File: config.mk
export PLATFORM = sky130hd
export DESIGN_NAME = sdram_port_arbiter
export DESIGN_NICKNAME = d
export VERILOG_FILES = /design/src/rtl/sdram_arb_pkg.sv /design/src/rtl/burst_line_buffer.sv /design/src/rtl/sdram_port_arbiter.sv
export SDC_FILE = /design/constraint.sdc
export NUM_CORES = 1
export LEC_CHECK = 0
export ABC_AREA = 1
export CAP_MARGIN = 20
export CORE_MARGIN = 2
export CORE_UTILIZATION = 26
export CTS_CLUSTER_SIZE = 16
export DETAILED_ROUTE_END_ITERATION = 6
export PLACE_DENSITY_LB_ADDON = 0.1
export SETUP_SLACK_MARGIN = 0.05
export SKIP_LAST_GASP = 1
export SLEW_MARGIN = 20
export SYNTH_ARGS = -nofsm -noshare
export SYNTH_HDL_FRONTEND = slang
export SYNTH_SLANG_ARGS = --single-unit
export TNS_END_PERCENT = 50
File: constraint.sdc
create_clock -name clk -period 3.24 [get_ports clk]
set_input_delay 0.972 -clock clk [delete_from_list [all_inputs] [get_ports clk]]
set_output_delay 0.972 -clock clk [all_outputs]
set_load 0.02 [all_outputs]
File: src/rtl/sdram_arb_pkg.sv
// Shared types and constants for the SDRAM port arbiter: FSM states,
// line geometry, grant encoding and the wrapping word-index helper.
package sdram_arb_pkg;

    localparam int BURST_LEN = 8;
    localparam int WIDX_W    = 3;

    localparam logic GRANT_FILL = 1'b0;
    localparam logic GRANT_WR   = 1'b1;

    typedef enum logic [2:0] {
        ST_IDLE         = 3'd0,
        ST_FILL_CMD     = 3'd1,
        ST_FILL_COLLECT = 3'd2,
        ST_FILL_REPLAY  = 3'd3,
        ST_WR_CMD       = 3'd4
    } state_t;

    // Word index within a line; 3-bit addition wraps naturally at the line end.
    function automatic logic [WIDX_W-1:0] wrap_idx(input logic [WIDX_W-1:0] base,
                                                   input logic [WIDX_W-1:0] off);
        return base + off;
    endfunction

endpackage

File: src/rtl/burst_line_buffer.sv
// 8x16 line buffer: one capture write port and one rotated replay read port.
// A read of the word being written this cycle returns the incoming data.
module burst_line_buffer
    import sdram_arb_pkg::*;
#(
    parameter int DATA_W = 16
)
(
    input  logic              clk,
    input  logic              reset_n,
    input  logic              i_we,
    input  logic [WIDX_W-1:0] i_widx,
    input  logic [DATA_W-1:0] i_wdata,
    input  logic [WIDX_W-1:0] i_rbase,
    input  logic [WIDX_W-1:0] i_roff,
    output logic [DATA_W-1:0] o_rdata
);

    logic [DATA_W-1:0] r_mem [BURST_LEN];
    logic [WIDX_W-1:0] w_ridx;

    assign w_ridx = wrap_idx(i_rbase, i_roff);

    // Capture port
    always_ff @(posedge clk) begin
        if (!reset_n) begin
            for (int i = 0; i < BURST_LEN; i++) begin
                r_mem[i] <= {DATA_W{1'b0}};
            end
        end else if (i_we) begin
            r_mem[i_widx] <= i_wdata;
        end
    end

    // Replay port with write-through so the last captured word can be replayed first
    always_comb begin
        if (i_we && (i_widx == w_ridx)) begin
            o_rdata = i_wdata;
        end else begin
            o_rdata = r_mem[w_ridx];
        end
    end

endmodule

File: src/rtl/sdram_port_arbiter.sv
// Shares the SDRAM command port between cache line fills and CPU writes;
// fill words are buffered and replayed as a gap-free critical-word-first burst.
module sdram_port_arbiter
    import sdram_arb_pkg::*;
#(
    parameter int ADDR_W = 25
)
(
    input  logic              clk,
    input  logic              reset_n,
    input  logic              fill_req,
    input  logic [ADDR_W-1:0] fill_addr,
    output logic              fill_strobe,
    output logic [15:0]       fill_data,
    input  logic              wr_req,
    input  logic [ADDR_W-1:0] wr_addr,
    input  logic [15:0]       wr_data,
    input  logic [1:0]        wr_be,
    output logic              wr_ack,
    output logic              mem_req,
    output logic              mem_we,
    output logic [ADDR_W-1:0] mem_addr,
    output logic [1:0]        mem_be,
    output logic [15:0]       mem_wdata,
    input  logic              mem_ack,
    input  logic              mem_rvalid,
    input  logic [15:0]       mem_rdata
);

    state_t            r_state;
    state_t            w_state_nxt;
    logic              r_last_grant;
    logic [WIDX_W-1:0] r_cnt;
    logic [WIDX_W-1:0] r_k;
    logic [WIDX_W-1:0] r_start;

    logic              r_fill_strobe, w_fill_strobe_nxt;
    logic [15:0]       r_fill_data,   w_fill_data_nxt;
    logic              r_wr_ack,      w_wr_ack_nxt;
    logic              r_mem_req,     w_mem_req_nxt;
    logic              r_mem_we,      w_mem_we_nxt;
    logic [ADDR_W-1:0] r_mem_addr,    w_mem_addr_nxt;
    logic [1:0]        r_mem_be,      w_mem_be_nxt;
    logic [15:0]       r_mem_wdata,   w_mem_wdata_nxt;

    logic              w_grant_fill;
    logic              w_grant_wr;
    logic              w_ack_ok;
    logic              w_buf_we;
    logic              w_last_word;
    logic [WIDX_W-1:0] w_roff;
    logic [15:0]       w_buf_rdata;

    assign w_grant_fill = fill_req && (!wr_req || (r_last_grant == GRANT_WR));
    assign w_grant_wr   = wr_req && (!fill_req || (r_last_grant == GRANT_FILL));
    assign w_ack_ok     = mem_ack && r_mem_req;
    assign w_buf_we     = (r_state == ST_FILL_COLLECT) && mem_rvalid;
    assign w_last_word  = w_buf_we && (r_cnt == 3'd7);
    // Registered output leads the replay counter by one word
    assign w_roff       = (r_state == ST_FILL_REPLAY) ? (r_k + 3'd1) : 3'd0;

    burst_line_buffer #(.DATA_W(16)) u_buf (
        .clk     (clk),
        .reset_n (reset_n),
        .i_we    (w_buf_we),
        .i_widx  (r_cnt),
        .i_wdata (mem_rdata),
        .i_rbase (r_start),
        .i_roff  (w_roff),
        .o_rdata (w_buf_rdata)
    );

    // State register
    always_ff @(posedge clk) begin
        if (!reset_n) begin
            r_state <= ST_IDLE;
        end else begin
            r_state <= w_state_nxt;
        end
    end

    // Next-state logic
    always_comb begin
        w_state_nxt = r_state;
        case (r_state)
            ST_IDLE: begin
                if (w_grant_fill)    w_state_nxt = ST_FILL_CMD;
                else if (w_grant_wr) w_state_nxt = ST_WR_CMD;
                else                 w_state_nxt = ST_IDLE;
            end
            ST_FILL_CMD: begin
                if (w_ack_ok) w_state_nxt = ST_FILL_COLLECT;
                else          w_state_nxt = ST_FILL_CMD;
            end
            ST_FILL_COLLECT: begin
                if (w_last_word) w_state_nxt = ST_FILL_REPLAY;
                else             w_state_nxt = ST_FILL_COLLECT;
            end
            ST_FILL_REPLAY: begin
                if (r_k == 3'd7) w_state_nxt = ST_IDLE;
                else             w_state_nxt = ST_FILL_REPLAY;
            end
            ST_WR_CMD: begin
                if (w_ack_ok) w_state_nxt = ST_IDLE;
                else          w_state_nxt = ST_WR_CMD;
            end
            default: w_state_nxt = ST_IDLE;
        endcase
    end

    // Output values for the next cycle; command fields hold while awaiting mem_ack
    always_comb begin
        w_fill_strobe_nxt = 1'b0;
        w_fill_data_nxt   = 16'h0000;
        w_wr_ack_nxt      = 1'b0;
        w_mem_req_nxt     = 1'b0;
        w_mem_we_nxt      = 1'b0;
        w_mem_addr_nxt    = {ADDR_W{1'b0}};
        w_mem_be_nxt      = 2'b11;
        w_mem_wdata_nxt   = 16'h0000;
        case (r_state)
            ST_IDLE: begin
                if (w_grant_fill) begin
                    w_mem_req_nxt  = 1'b1;
                    w_mem_addr_nxt = {fill_addr[ADDR_W-1:3], 3'b000};
                end else if (w_grant_wr) begin
                    w_mem_req_nxt   = 1'b1;
                    w_mem_we_nxt    = 1'b1;
                    w_mem_addr_nxt  = wr_addr;
                    w_mem_be_nxt    = wr_be;
                    w_mem_wdata_nxt = wr_data;
                end else begin
                    w_mem_req_nxt = 1'b0;
                end
            end
            ST_FILL_CMD: begin
                if (!w_ack_ok) begin
                    w_mem_req_nxt  = 1'b1;
                    w_mem_addr_nxt = r_mem_addr;
                end else begin
                    w_mem_req_nxt = 1'b0;
                end
            end
            ST_FILL_COLLECT: begin
                if (w_last_word) begin
                    w_fill_strobe_nxt = 1'b1;
                    w_fill_data_nxt   = w_buf_rdata;
                end else begin
                    w_fill_strobe_nxt = 1'b0;
                end
            end
            ST_FILL_REPLAY: begin
                if (r_k != 3'd7) begin
                    w_fill_data_nxt = w_buf_rdata;
                end else begin
                    w_fill_data_nxt = 16'h0000;
                end
            end
            ST_WR_CMD: begin
                if (w_ack_ok) begin
                    w_wr_ack_nxt = 1'b1;
                end else begin
                    w_mem_req_nxt   = 1'b1;
                    w_mem_we_nxt    = 1'b1;
                    w_mem_addr_nxt  = r_mem_addr;
                    w_mem_be_nxt    = r_mem_be;
                    w_mem_wdata_nxt = r_mem_wdata;
                end
            end
            default: w_mem_req_nxt = 1'b0;
        endcase
    end

    // Output registers
    always_ff @(posedge clk) begin
        if (!reset_n) begin
            r_fill_strobe <= 1'b0;
            r_fill_data   <= 16'h0000;
            r_wr_ack      <= 1'b0;
            r_mem_req     <= 1'b0;
            r_mem_we      <= 1'b0;
            r_mem_addr    <= {ADDR_W{1'b0}};
            r_mem_be      <= 2'b11;
            r_mem_wdata   <= 16'h0000;
        end else begin
            r_fill_strobe <= w_fill_strobe_nxt;
            r_fill_data   <= w_fill_data_nxt;
            r_wr_ack      <= w_wr_ack_nxt;
            r_mem_req     <= w_mem_req_nxt;
            r_mem_we      <= w_mem_we_nxt;
            r_mem_addr    <= w_mem_addr_nxt;
            r_mem_be      <= w_mem_be_nxt;
            r_mem_wdata   <= w_mem_wdata_nxt;
        end
    end

    // Capture/replay counters, critical-word index and fairness history
    always_ff @(posedge clk) begin
        if (!reset_n) begin
            r_cnt        <= 3'd0;
            r_k          <= 3'd0;
            r_start      <= 3'd0;
            r_last_grant <= GRANT_FILL;
        end else begin
            if ((r_state == ST_IDLE) && w_grant_fill) r_start <= fill_addr[2:0];
            if ((r_state == ST_FILL_CMD) && w_ack_ok)  r_cnt <= 3'd0;
            else if (w_buf_we)                         r_cnt <= r_cnt + 3'd1;
            if (w_last_word)                           r_k <= 3'd0;
            else if (r_state == ST_FILL_REPLAY)        r_k <= r_k + 3'd1;
            if ((r_state == ST_FILL_REPLAY) && (r_k == 3'd7)) r_last_grant <= GRANT_FILL;
            else if ((r_state == ST_WR_CMD) && w_ack_ok)      r_last_grant <= GRANT_WR;
        end
    end

    assign fill_strobe = r_fill_strobe;
    assign fill_data   = r_fill_data;
    assign wr_ack      = r_wr_ack;
    assign mem_req     = r_mem_req;
    assign mem_we      = r_mem_we;
    assign mem_addr    = r_mem_addr;
    assign mem_be      = r_mem_be;
    assign mem_wdata   = r_mem_wdata;

endmodule

==> Yosys cells after proc, flatten, opt, wreduce, memory -nomap -nowiden <==
Memory sizes are Yosys's and may differ from the RTL's.
Index checks and enable logic that the tools add are counted.
{ "word_totals": {"reg_bits": 76, "ramBits": 128, "in_bits": 90, "out_inout_bits": 63, "wordCells": 90, "memories": 1} }
{ "op_classes": {"add_sub_neg": 3, "n_eq_ne": 10, "mux": 39, "bitwise": 2, "n_reduce_logical": 22} }
{ "memory_table": {"columns": ["name", "words", "width", "rd", "rd_clocked_by_memory_dff", "write_ports", "line_no", "rtl"], "rows": [
  ["u_buf.r_mem", 8, 16, 1, 0, 8, "burst_line_buffer.sv:19", "logic [DATA_W-1:0] r_mem [BURST_LEN];"]
]} }
{ "ops": {"columns": ["operator", "n"], "rows": [
  ["$mux W16", 7],
  ["$mux W25", 3],
  ["$pmux W16 S2", 2],
  ["$pmux W25 S2", 1],
  ["$reduce_or A16 Y1", 1],
  ["$mux W3", 5],
  ["$pmux W3 S5", 1],
  ["$mux W1", 12],
  ["$logic_and A1 B1 Y1", 10],
  ["$mux W2", 5],
  ["$eq A3 B3 Y1 const B", 3],
  ["$reduce_or A2 Y1", 4],
  ["$add A3 B1 Y3 const B", 2],
  ["$eq A3 B2 Y1 const B", 2],
  ["$pmux W1 S2", 2],
  ["$pmux W2 S2", 1],
  ["$reduce_and A2 Y1", 2],
  ["$add A3 B3 Y3", 1],
  ["$eq A3 B1 Y1 const B", 1],
  ["$eq A3 B3 Y1", 1],
  ["$logic_not A3 Y1", 1],
  ["$ne A3 B3 Y1 const B", 1],
  ["$logic_not A1 Y1", 2],
  ["$logic_or A1 B1 Y1", 2],
  ["other kinds (3)", 4]
]} }

==> Longest topological paths before layout <==
Gate-level depths: netlist of the first run.
{ "depth": {"depth_word": 8, "ltp_mapped": 18} }

==> By module <==
Synthesis of the first run repeated with hierarchy kept, for this count alone.
{ "unflattened": {"cells_unflattened": 1160, "hier_area_um2": 9512.9} }
{ "by_module_without_submodules": {"columns": ["mod", "instances", "cells_each", "area_per_inst_um2"], "rows": [
  ["burst_line_buffer", 1, 735, 6358.6],
  ["sdram_port_arbiter", 1, 425, 3154.3]
]} }

==> Worst setup path before layout of the first run <==
Ideal clock, no wire load.
{ "synth_timing": {"path_kind": "flip-flop to flip-flop", "from": "reg r_state[0]", "to": "reg r_fill_data[7], in the netlist fill_data[7]", "setup_time_ps": 64, "arrival_ps": 2498, "path_slack_ps": 678, "path_stages_with_launch": 17, "path_buffers": 2, "synth_period_minus_slack_ps": 2562, "path_cell_list": "dfxtp_1 -> nand2_2 -> nor2_4 -> inv_2 -> nor2_1 -> ha_1 -> inv_1 -> fa_1 -> buf_2 -> xor2_1 -> nand2_1 -> nor2_8 -> nand3_4 -> buf_6 -> nand2_1 -> clkinv_1 -> nor2_1"} }
{ "synth_via": {"elab_chain_len": 8} }
{ "synth_lines": {"columns": ["element", "line_no", "rtl"], "rows": [
  ["from (decl)", "sdram_port_arbiter.sv:30", "state_t r_state;"],
  ["from (signal assigned)", "sdram_port_arbiter.sv:78", "r_state <= w_state_nxt;"],
  ["parallel branches: the longest is 7 deep, another holds $mem_v2 Z8 W16", null, null],
  ["$pmux W16 S2 (*)", "sdram_port_arbiter.sv:121", "case (r_state)"],
  ["to (signal assigned)", "sdram_port_arbiter.sv:187", "r_fill_data <= w_fill_data_nxt;"],
  ["to (decl)", "sdram_port_arbiter.sv:38", "logic [15:0] r_fill_data, w_fill_data_nxt;"]
]} }
Mark *: on every way between the ends.
A chain may end at the register's enable or synchronous reset.

==> Worst setup path after layout of the first run <==
{ "layout_timing": {"from": "reg r_state[0]", "to": "reg r_fill_data[3], in the netlist fill_data[3]"} }
The elaborated chain is that of the path after synthesis.

==> impl_results.md, run 1 <==
- Most common cell after layout, fill and taps aside: nand2_1
- Die Y: between 150 and 200 µm
- Most common cell on crit path: nand2_1
- Cell chain of the critical path: nand2_2, nor2_4, inv_2, nor2_1, ha_2, inv_1, fa_1, buf_4, nand3_1, nand2_1, nand3_1, nand2_1, nand2_1, inv_1, nor2_1
- Setup_tns: 0 ps
- Bufs on Longest Clock Path: 3
- Mapped Area: about 9000 µm²
- RR Endpoint: fill_data[3]
- Final antenna-violating net count: 0
- Die Area: 36100 µm²
- Grt met2 use: 26.2%
- M1 GR Usage: roughly a fifth
- Relative slew slack: about three fifths
- # port buffers: between 150 and 200
- # Max-Cap Violations: 0
- DR pass1 iterations: 7
- Total CTS buffers: 26
- Cells after Synth: a little over 1000
- Vias in the first global route: roughly 7500
- RD Place Congestion: between 0.7 and 0.8
- RR Startpoint: r_state[0]
- LEAKAGE: roughly 0.0048 µW
- Htree depth: 1
- Largest net degree at the start of global routing: 51
- Nets@finish: roughly 1300
- Final setup viols: 0
- Drt first-iter violations: between 300 and 400
- Final period demand of the worst path: roughly 2900 ps
- Hpwl dp: approximately 19000 µm
- Worst skew pair latency: between 500 and 600 ps
- GR Util All Layers: between 10% and 20%
- Std cell rows: 68
- Crit path to: fill_data[3]
- Clock Sinks: 204
- Antenna cell count: 0
- Synthesized Nets: between 1000 and 1500
- Top Ports: approximately 150
- Critical Path Source Type: flop
- Syn. warnings: 0
- DRC Markers: 0
- RSZ-0062 raised after global routing: no
- Setup slack, reg-to-reg: between 300 and 400 ps
- Vias per cell: between 4 and 5
- Worst setup startpoint: r_state[0]
- Critical Path AT: around 3300 ps
- Hold WS: 462 ps
- Met3 GRT Util: under 10%
- Run status: finished clean
- Max IR drop VDD: approximately 0.35 mV
- Flop and latch count out of synthesis: between 200 and 250
- Filler cell count: roughly 3600
- Core area: 34300 µm²
- Die width: around 190 µm
- Routed len/inst: between 15 and 20 µm
- Layout Area Growth over Synthesis: 34.3%
- Effective utilization at floorplan: 26.2%
- Commonest non-fill, non-tap cells in the layout: nand2_1, nor2_1, clkdlybuf4s50_1
- Power Density: roughly 570 nW/µm²
- Critical path class: flop to flop
- Crit share post-route: 88.3%
- Final Hold Viols: 0
- Critical path endpoint category: flop
- Congestion Overflow GR: 0
- Initial antenna violation count: 0
- DR vias: about 7400
- Hold-fix buffers, CTS: 0
- Avg Inst Size Synth: roughly 9 µm²
- Fmax: 350 MHz
- Post-synthesis sequential area ratio: ~60%
- Slowest CP cell: fa_1
- Worst-Margin Slew: about 580 ps
- Crit Path Max Fanout: 21
- Post-Route WL: ~29000 µm
- Req. time, crit path: around 3700 ps
- Clock Pin Slew Worst Setup and Hold Paths: around 60 ps
- HP Class: flop to flop
- Cell variety after synth: 33
- Final Max Slew Viols: 0
- CTS tree: yes
- Worst Clk Skew: about 11 ps
- Critical path's largest stage delay: 630 ps
- Reg2Reg Depth: 15
- Root Buffer Master: clkbuf_16
- Busiest layer in global routing: met2
- Share of layout cells above drive strength 1: between 8 and 9%
- Global-route wire length before repair: roughly 45000 µm
-- registers in the layout, summed over array words and instances, names as in the netlist --
name          cells
mem_be            2
mem_addr         25
fill_data        16
u_buf.r_mem     128
r_k               3
wr_ack            1
r_state           3
mem_wdata        16
r_cnt             3
fill_strobe       1
mem_req           1
r_last_grant      1
mem_we            1
r_start           3
-- cells in the mapped netlist (all sizes together) --
master | n | share of area, %
nand3 | 93 | 5.7
nor2 | 162 | 7.3
clkinv | 20 | 0.83
xnor2 | 1 | 0.097
a22oi | 1 | 0.084
a41oi | 1 | 0.097
nand4 | 18 | 1.3
inv | 33 | 1.4
nand2 | 369 | 16
o21ai | 6 | 0.33
fa | 1 | 0.22
buf | 25 | 1.5
edfxtp | 128 | 43
nor3 | 2 | 0.36
xor2 | 1 | 0.097
dfxtp | 76 | 17
a31oi | 23 | 1.6
clkbuf | 26 | 1.1
ha | 5 | 0.70
or2 | 1 | 0.070
a221oi | 1 | 0.097
a21oi | 29 | 1.6
nor4 | 1 | 0.070
-- cells by family (layout without fill, tap and decap cells) --
logic type	after synthesis	in the layout	synth area share, %
compound gates	61	61	3.83
simple gates	646	646	30.6
buf+inv	104	292	4.81
xor+xnor	2	2	0.195
fa+ha+maj	6	6	0.918
flops	204	204	59.7
-- critical path: cells and delay by family, from the launching register on --
family	cells	cell delay, ps
adder cells (fa/ha/maj)	2	810
AND/OR/NAND/NOR	9	980
flip-flops	1	460
buffers and inverters	4	520
-- worst min path at each step --
| stage | depth (start not counted) | start | endpoint | slack (ps) |
|---|---|---|---|---|
| floorplan | 2 | r_k[1] | r_k[1] | 450 |
| global placement | 2 | mem_wdata[5] | mem_wdata[5] | 450 |
| detailed placement | 2 | mem_wdata[10] | mem_wdata[10] | 460 |
| CTS | 2 | mem_addr[0] | mem_addr[0] | 460 |
| global route | 2 | mem_wdata[1] | mem_wdata[1] | 480 |
| finish | 2 | mem_wdata[10] | mem_wdata[10] | 460 |
-- layout make-up --
| type | instances | area, µm² | share of cell area [%] |
|---|---|---|---|
| Multi-Input combinational cell | 715 | 3210 | 26.6 |
| Tap cell | 455 | 569 | 4.72 |
| Clock inverter | 13 | 164 | 1.36 |
| Sequential cell | 204 | 5370 | 44.4 |
| Timing Repair Buffer | 191 | 1850 | 15.3 |
| Inverter | 53 | 199 | 1.65 |
| Clock buffer | 35 | 716 | 5.93 |
-- per-layer routing --
metal  up-vias  part of all wire, %
li1       3698                    -
met1      3431                   44
met2       219                   45
met3        49                  7.4
met4         0                  2.9
met5         -                    0
-- where the power goes --
group | switching [µW] | internal (µW) | total [µW]
Clock | 1150 | 1860 | 3010
Combinational | 562 | 350 | 911
Sequential | 47.2 | 2860 | 2910
-- what timing repair did --
action | 4_1_cts | 5_1_grt
setup endpoints to repair | 0 | 16
gates resized for setup | 0 | 1
setup buffers | 0 | 4
-- through the flow --
| step | instance area [µm²] | instances | power, µW | utilization, % | setup WS, ps |
|---|---|---|---|---|---|
| 2_1_floorplan | 8990 | 1023 | 3440 | - | 678 |
| 3_3_place_gp | 11200 | 1614 | 3900 | 32.5 | 338 |
| 3_5_place_dp | 11200 | 1614 | 3890 | 32.5 | 273 |
| 4_1_cts | 12000 | 1662 | 6930 | 35.1 | 252 |
| 5_1_grt | 12100 | 1666 | 7120 | 35.2 | 114 |
| 6_report | 12100 | 1666 | 6830 | 35.2 | 379 |
Note: power is estimated with default switching activity, not from simulation.
==> inputs of run 2 (changes only) <==
GPL_TIMING_DRIVEN = 1   (was default)
==> results of run 2 <==
No change in the layout: final DEF, timing and power equal those of run 1.
